## src/rtl/plasma_sprite_renderer.sv

```systemverilog
// Pixel colour stage: animated plasma/checker background, bouncing 16x16 sprite, 4-pixel white border.
// Latency: 1 cycle for colour and both syncs, which keeps them mutually aligned.
// No backpressure: one pixel is consumed and produced on every clock.
module plasma_sprite_renderer #(
    parameter int H_ACTIVE        = 640,
    parameter int V_ACTIVE        = 480,
    parameter int SPRITE_SPEED    = 1,
    parameter bit SYNC_ACTIVE_LOW = 1
) (
    input  logic       clk,
    input  logic       rst_n,
    input  logic [9:0] x,
    input  logic [9:0] y,
    input  logic       frame_active,
    input  logic       h_sync,
    input  logic       v_sync,
    input  logic       freeze,
    output logic [1:0] r,
    output logic [1:0] g,
    output logic [1:0] b,
    output logic       h_sync_o,
    output logic       v_sync_o
);

    localparam logic        SYNC_IDLE = SYNC_ACTIVE_LOW ? 1'b1 : 1'b0;
    localparam logic [10:0] BX_MAX    = 11'(H_ACTIVE - 16);
    localparam logic [10:0] BY_MAX    = 11'(V_ACTIVE - 16);
    localparam logic [10:0] SPD       = 11'(SPRITE_SPEED);
    localparam logic [9:0]  X_HI      = 10'(H_ACTIVE - 4);
    localparam logic [9:0]  Y_HI      = 10'(V_ACTIVE - 4);

    logic       v_sync_q;
    logic [7:0] frame_cnt;
    logic [9:0] bx, by;
    logic       dx_neg, dy_neg;
    logic       tick;
    logic [10:0] x_next, y_next;
    logic [7:0] u, v;
    logic       chk;
    logic [10:0] bx_end, by_end;
    logic       sprite_hit, border;
    logic [5:0] pix_c;

    // Returns {new direction (1 = moving towards 0), new position}; hits the limit exactly, then reverses.
    function automatic logic [10:0] step_axis(input logic [9:0] pos, input logic neg,
                                              input logic [10:0] lim);
        logic [10:0] wide;
        wide = {1'b0, pos};
        if (!neg) begin
            if (wide + SPD >= lim) return {1'b1, lim[9:0]};
            return {1'b0, 10'(wide + SPD)};
        end
        if (wide <= SPD) return {1'b0, 10'd0};
        return {1'b1, 10'(wide - SPD)};
    endfunction

    assign tick   = (v_sync_q == SYNC_IDLE) && (v_sync != SYNC_IDLE);
    assign x_next = step_axis(bx, dx_neg, BX_MAX);
    assign y_next = step_axis(by, dy_neg, BY_MAX);

    assign u      = x[7:0] + frame_cnt;
    assign v      = y[7:0] + {frame_cnt[6:0], 1'b0};
    assign chk    = x[5] ^ y[5];
    assign bx_end = {1'b0, bx} + 11'd16;
    assign by_end = {1'b0, by} + 11'd16;

    assign sprite_hit = (x >= bx) && ({1'b0, x} < bx_end) && (y >= by) && ({1'b0, y} < by_end);
    assign border     = (x < 10'd4) || (x >= X_HI) || (y < 10'd4) || (y >= Y_HI);

    always_comb begin
        pix_c = 6'b000000;
        if (frame_active) begin
            if (border)          pix_c = 6'b111111;
            else if (sprite_hit) pix_c = 6'b110011;
            else                 pix_c = {u[7:6], v[7:6], (u[7:6] ^ v[7:6]) ^ {chk, chk}};
        end
    end

    always_ff @(posedge clk) begin
        if (!rst_n) begin
            r         <= 2'b00;
            g         <= 2'b00;
            b         <= 2'b00;
            h_sync_o  <= SYNC_IDLE;
            v_sync_o  <= SYNC_IDLE;
            v_sync_q  <= SYNC_IDLE;
            frame_cnt <= 8'd0;
            bx        <= 10'd0;
            by        <= 10'd0;
            dx_neg    <= 1'b0;
            dy_neg    <= 1'b0;
        end else begin
            {r, g, b} <= pix_c;
            h_sync_o  <= h_sync;
            v_sync_o  <= v_sync;
            v_sync_q  <= v_sync;
            // Pixels in the tick cycle still see the old state; tick falls in blanking.
            if (tick && !freeze) begin
                frame_cnt    <= frame_cnt + 8'd1;
                {dx_neg, bx} <= x_next;
                {dy_neg, by} <= y_next;
            end
        end
    end

endmodule
```

## config.mk

```make
export PLATFORM = sky130hd
export DESIGN_NAME = plasma_sprite_renderer
export DESIGN_NICKNAME = d
export VERILOG_FILES = /design/src/rtl/plasma_sprite_renderer.sv
export SDC_FILE = /design/constraint.sdc
export NUM_CORES = 1
export LEC_CHECK = 0
export CAP_MARGIN = 20
export CORE_MARGIN = 2
export CORE_UTILIZATION = 40
export CTS_CLUSTER_SIZE = 25
export DETAILED_ROUTE_END_ITERATION = 7
export GPL_TIMING_DRIVEN = 0
export HOLD_SLACK_MARGIN = 0.03
export PLACE_DENSITY = 0.59
export SLEW_MARGIN = 5
export SYNTH_ARGS = -nofsm -noshare
export SYNTH_HDL_FRONTEND = slang
export SYNTH_SLANG_ARGS = --single-unit
```

## constraint.sdc

```tcl
create_clock -name clk -period 3.6 [get_ports clk]
set_input_delay 0.9 -clock clk [delete_from_list [all_inputs] [get_ports clk]]
set_output_delay 0.9 -clock clk [all_outputs]
set_load 0.01 [all_outputs]
```

# Word level (Yosys, flattened, before mapping)
# Cells that the tools add are included.
# op_classes
add_sub_neg,9
magnitude_cmp,12
n_mux,22
n_bitwise,4
reduce_logical,10
# op_table
op,count
$mux W11,12
$add A10 B1 Y11 const B,2
$add A10 B5 Y11 const B,2
$lt A10 B11 Y1,2
$ge A10 B10 Y1,2
$le A10 B1 Y1 const B,2
$lt A10 B3 Y1 const B,2
$sub A10 B1 Y10 const B,2
$add A8 B8 Y8,2
$mux W6,2
$ge A11 B10 Y1 const B,1
$ge A11 B9 Y1 const B,1
$ge A10 B10 Y1 const B,1
$ge A10 B9 Y1 const B,1
$add A8 B1 Y8 const B,1
$mux W1,8
$logic_and A1 B1 Y1,5
$xor A2 B2 Y2,2
$logic_or A1 B1 Y1,3
$reduce_and A2 Y1,1
$logic_not A1 Y1,1
$not A1 Y1,1
$xor A1 B1 Y1,1
# word_totals
reg_bits,38
in_bits,26
word_cells,67

# Depth between registers and ports, before layout
# depth
depth_word,9
ltp_mapped,12
depth_no_buf,11

# Worst setup path before layout
# Ideal clock, no wire load.
# synth_timing
path_kind,input-to-reg
start,input y[2]
end,register b[1]
setup_time_ns,0.122
t_arrival_ns,2.546
t_required_ns,3.478
path_slack_ns,0.932
path_stages,8
path_buffers,0
cell_sequence,ha_1 a311oi_1 o21bai_1 a2111oi_2 nor3_1 xnor2_1 xnor2_1 o311a_1
# synth_via
elab_chain_len,5
elab_cells_between_ends,13
cone_classes,add/sub (1); order compare (4); mux (2); bitwise (2); reduce/logical (4)
# synth_lines
item,line,text
start: declaration,13,"input logic [9:0] y,"
$add A8 B8 Y8 / $ge A10 B10 Y1 (equally long branches),"62, 67",
$xor A2 B2 Y2 / $logic_and A1 B1 Y1 (equally long branches) (2 in a row),"75, 67",
$mux W6,74,else if (sprite_hit) pix_c = 6'b110011;
$mux W6 (*),73,if (border) pix_c = 6'b111111;
end signal: assignment,93,"{r, g, b} <= pix_c;"
end: declaration,20,"output logic [1:0] b,"
# Every way passes the cells marked *; elsewhere a longest branch is shown, timed or not.
# A chain may end at the register's enable or synchronous reset.

# Worst setup path in the final report
# Ends and elaborated chain as after synthesis.

==> results.ini <==
[timing]
worst_slack_ns = 0.569
finClkSkew_ns = 0.0189
tns_ns = 0
maxSlewViolCount = 0
rsz0062_at_grt = false
fin_crit_sh = 0.842
fmax_mhz = 330
finalHoldViolCount = 0
maxSlewHeadroom = 0.598
tightest_slew_ns = 0.604
setup_viol = 0
period_needed_ns = 3.03

[clocking]
cts_inserted_buffers = 5
ctsResizeCount = 0
root_buffer = clkbuf_8
clkTransAtPathRegs_ns = 0.09
postCtsSetupBuffers = 0
cts_buffer_depth = 2
hold_buffers = 0
worstSkewPairLatency_ns = 0.30
cts_num_sinks = 38
cts-htree-levels = 2
cts_tree = done

[die]
core-area_mm2 = 0.00924
io_pins = 34
die_area_mm2 = 0.0103
die_y_um = 101
start_util = 0.411
die_w_um = 101
fp-row-count = 35

[pwr]
power_leakage_nw = 1.73
p_per_area_mw_per_mm2 = 284
ir_drop_mv = 0.161

[synthesis]
ys_types = 68
ys_seq_area_frac = 0.200
synthArstFlopShare = 0
ys_ff_latch = 38
synth_edf_count = 0
synth_nets = 558
avgSynthCellArea_um2 = 7.98
yosys_most_used_dff = dfxtp_1
syn_inst = 476
synth-warning-count = 0
syn_area_mm2 = 0.00380

[place]
gp_congestion = 0.856
placed_cell_area_mm2 = 0.00428
io_buffers = 32
dp_hpwl_mm = 7.97
place_ws_ns = 0.244

[cells_and_area]
multiInputGateArea_mm2 = 0.00280
seq_area_um2 = 761
design_area_mm2 = 0.00442
layout_commonest_cell = ha_1
mostFrequentLayoutCells = ha_1, a21oi_1, dfxtp_1, xnor2_1, clkdlybuf4s50_1
syn2layout_area_growth_pct = 16.3
n_fill_cell = 925
nets = 597
antenna_cells = 0
drive_gt1_frac = 0.0717

[critical_path]
worstPathMaxFanout = 4
cp-endpoint = b[1]
start_kind = input port
cp-end-kind = register
required_ns = 3.79
crit_type = input port to register
crit-reg2reg-capture = g[1]
worst-r2r-cell-count = 12
arrival_ns = 3.22
reg2reg_from = bx[4]
rrSetupSlack_ns = 0.63
crit_start = y[2]

[worst_hold_path]
hold_path_class = register to register
hold_path_depth = 2

[global_route]
antenna_found_initial = 0
grt_pass1_wl_mm = 17.2
grt_pass1_vias = 3461
grt_max_degree = 14
grt.total_usage = 0.209
overflow = 0

[drt]
drt_iter0_markers = 188
wl_per_cell_um = 15.8
remaining_drc_errors = 0
via_per_inst = 5.61
first_pass_iters = 5
postRouteAntennaNets = 0
vias = 3618
wirelength_mm = 10.2

[outcome]
status = finished clean

[job]
maxCapViolations = 0

==> metrics by stage <==
stage               hold slack (ns)  cells  power [mW]   util
global route                  0.638    645        1.33  0.478
CTS                           0.594    645        1.26  0.478
global placement              0.549    637       0.808  0.463
detailed placement            0.582    637       0.813  0.463
floorplan                     0.492    476       0.697      -
finish                        0.590    645        1.25  0.478
==> critical path: stages <==
cell	delay [ns]
clkdlybuf4s50_1	0.57
ha_1	0.26
a311oi_1	0.26
o21bai_1	0.15
a2111oi_2	0.37
nor3_1	0.13
xnor2_1	0.21
xnor2_1	0.09
o311a_1	0.29
==> cell usage after synthesis (7+ instances only) <==
library cell / count / area share
a211oi_1: 7 / 0.014
nor2_1: 24 / 0.024
dfxtp_1: 38 / 0.20
o21ai_1: 7 / 0.0092
nor3_1: 10 / 0.013
nand3_1: 20 / 0.026
clkbuf_1: 12 / 0.012
buf_2: 7 / 0.0092
o21ai_0: 26 / 0.034
a21oi_1: 38 / 0.050
and2_1: 14 / 0.023
nand4_1: 7 / 0.012
xnor2_1: 34 / 0.078
a31oi_1: 8 / 0.013
ha_1: 56 / 0.18
nand2_1: 27 / 0.027
inv_1: 29 / 0.029
==> routing by layer <==
metal | track usage | vias to the layer above | wire length [um]
met2 | 0.344 | 84 | 4650
met4 | 0.0509 | 0 | 95
li1 | - | 1844 | -
met5 | 0 | - | 0
met3 | 0.0255 | 9 | 449
met1 | 0.290 | 1681 | 5020
==> registers in the layout, summed over array words and instances, names as in the netlist <==
name and count:
dy_neg 1, h_sync_o 1, frame_cnt 8, v_sync_q 1
dx_neg 1, g 2, r 2, by 10
b 2, bx 10
==> worst min path at each step <==
stage	from	end	slack (ns)
3_3_place_gp	frame_cnt[1]	frame_cnt[1]	0.55
6_report	frame_cnt[1]	frame_cnt[1]	0.59
3_5_place_dp	frame_cnt[1]	frame_cnt[1]	0.58
2_1_floorplan	frame_cnt[1]	frame_cnt[1]	0.49
4_1_cts	frame_cnt[1]	frame_cnt[1]	0.59
5_1_grt	frame_cnt[1]	frame_cnt[1]	0.64
==> report_power, final <==
group / switching [mW] / internal, mW / total [mW]
Clock: 0.170 / 0.278 / 0.448
Sequential: 0.0202 / 0.438 / 0.458
Combinational: 0.195 / 0.154 / 0.348
Total: 0.385 / 0.870 / 1.25
==> logic make-up after synthesis <==
logic type / count (synthesis) / synth area share
and+or+nand+nor: 139 / 0.197
adders and majority gates: 56 / 0.184
buffers and inverters: 56 / 0.0626
AOI/OAI and AO/OA: 145 / 0.257
muxes: 5 / 0.0142
xor gates and xnor gates: 37 / 0.0853
DFF: 38 / 0.200
==> cell type report <==
type                            count  area share
Buffer                             23      0.0258
Clock buffer                        5      0.0156
Clock inverter                      3      0.0156
Inverter                           33      0.0280
Multi-Input combinational cell    382       0.634
Sequential cell                    38       0.172
Tap cell                          129      0.0365
Timing Repair Buffer               32      0.0725
No activity file was read; power rests on OpenSTA's default activity.
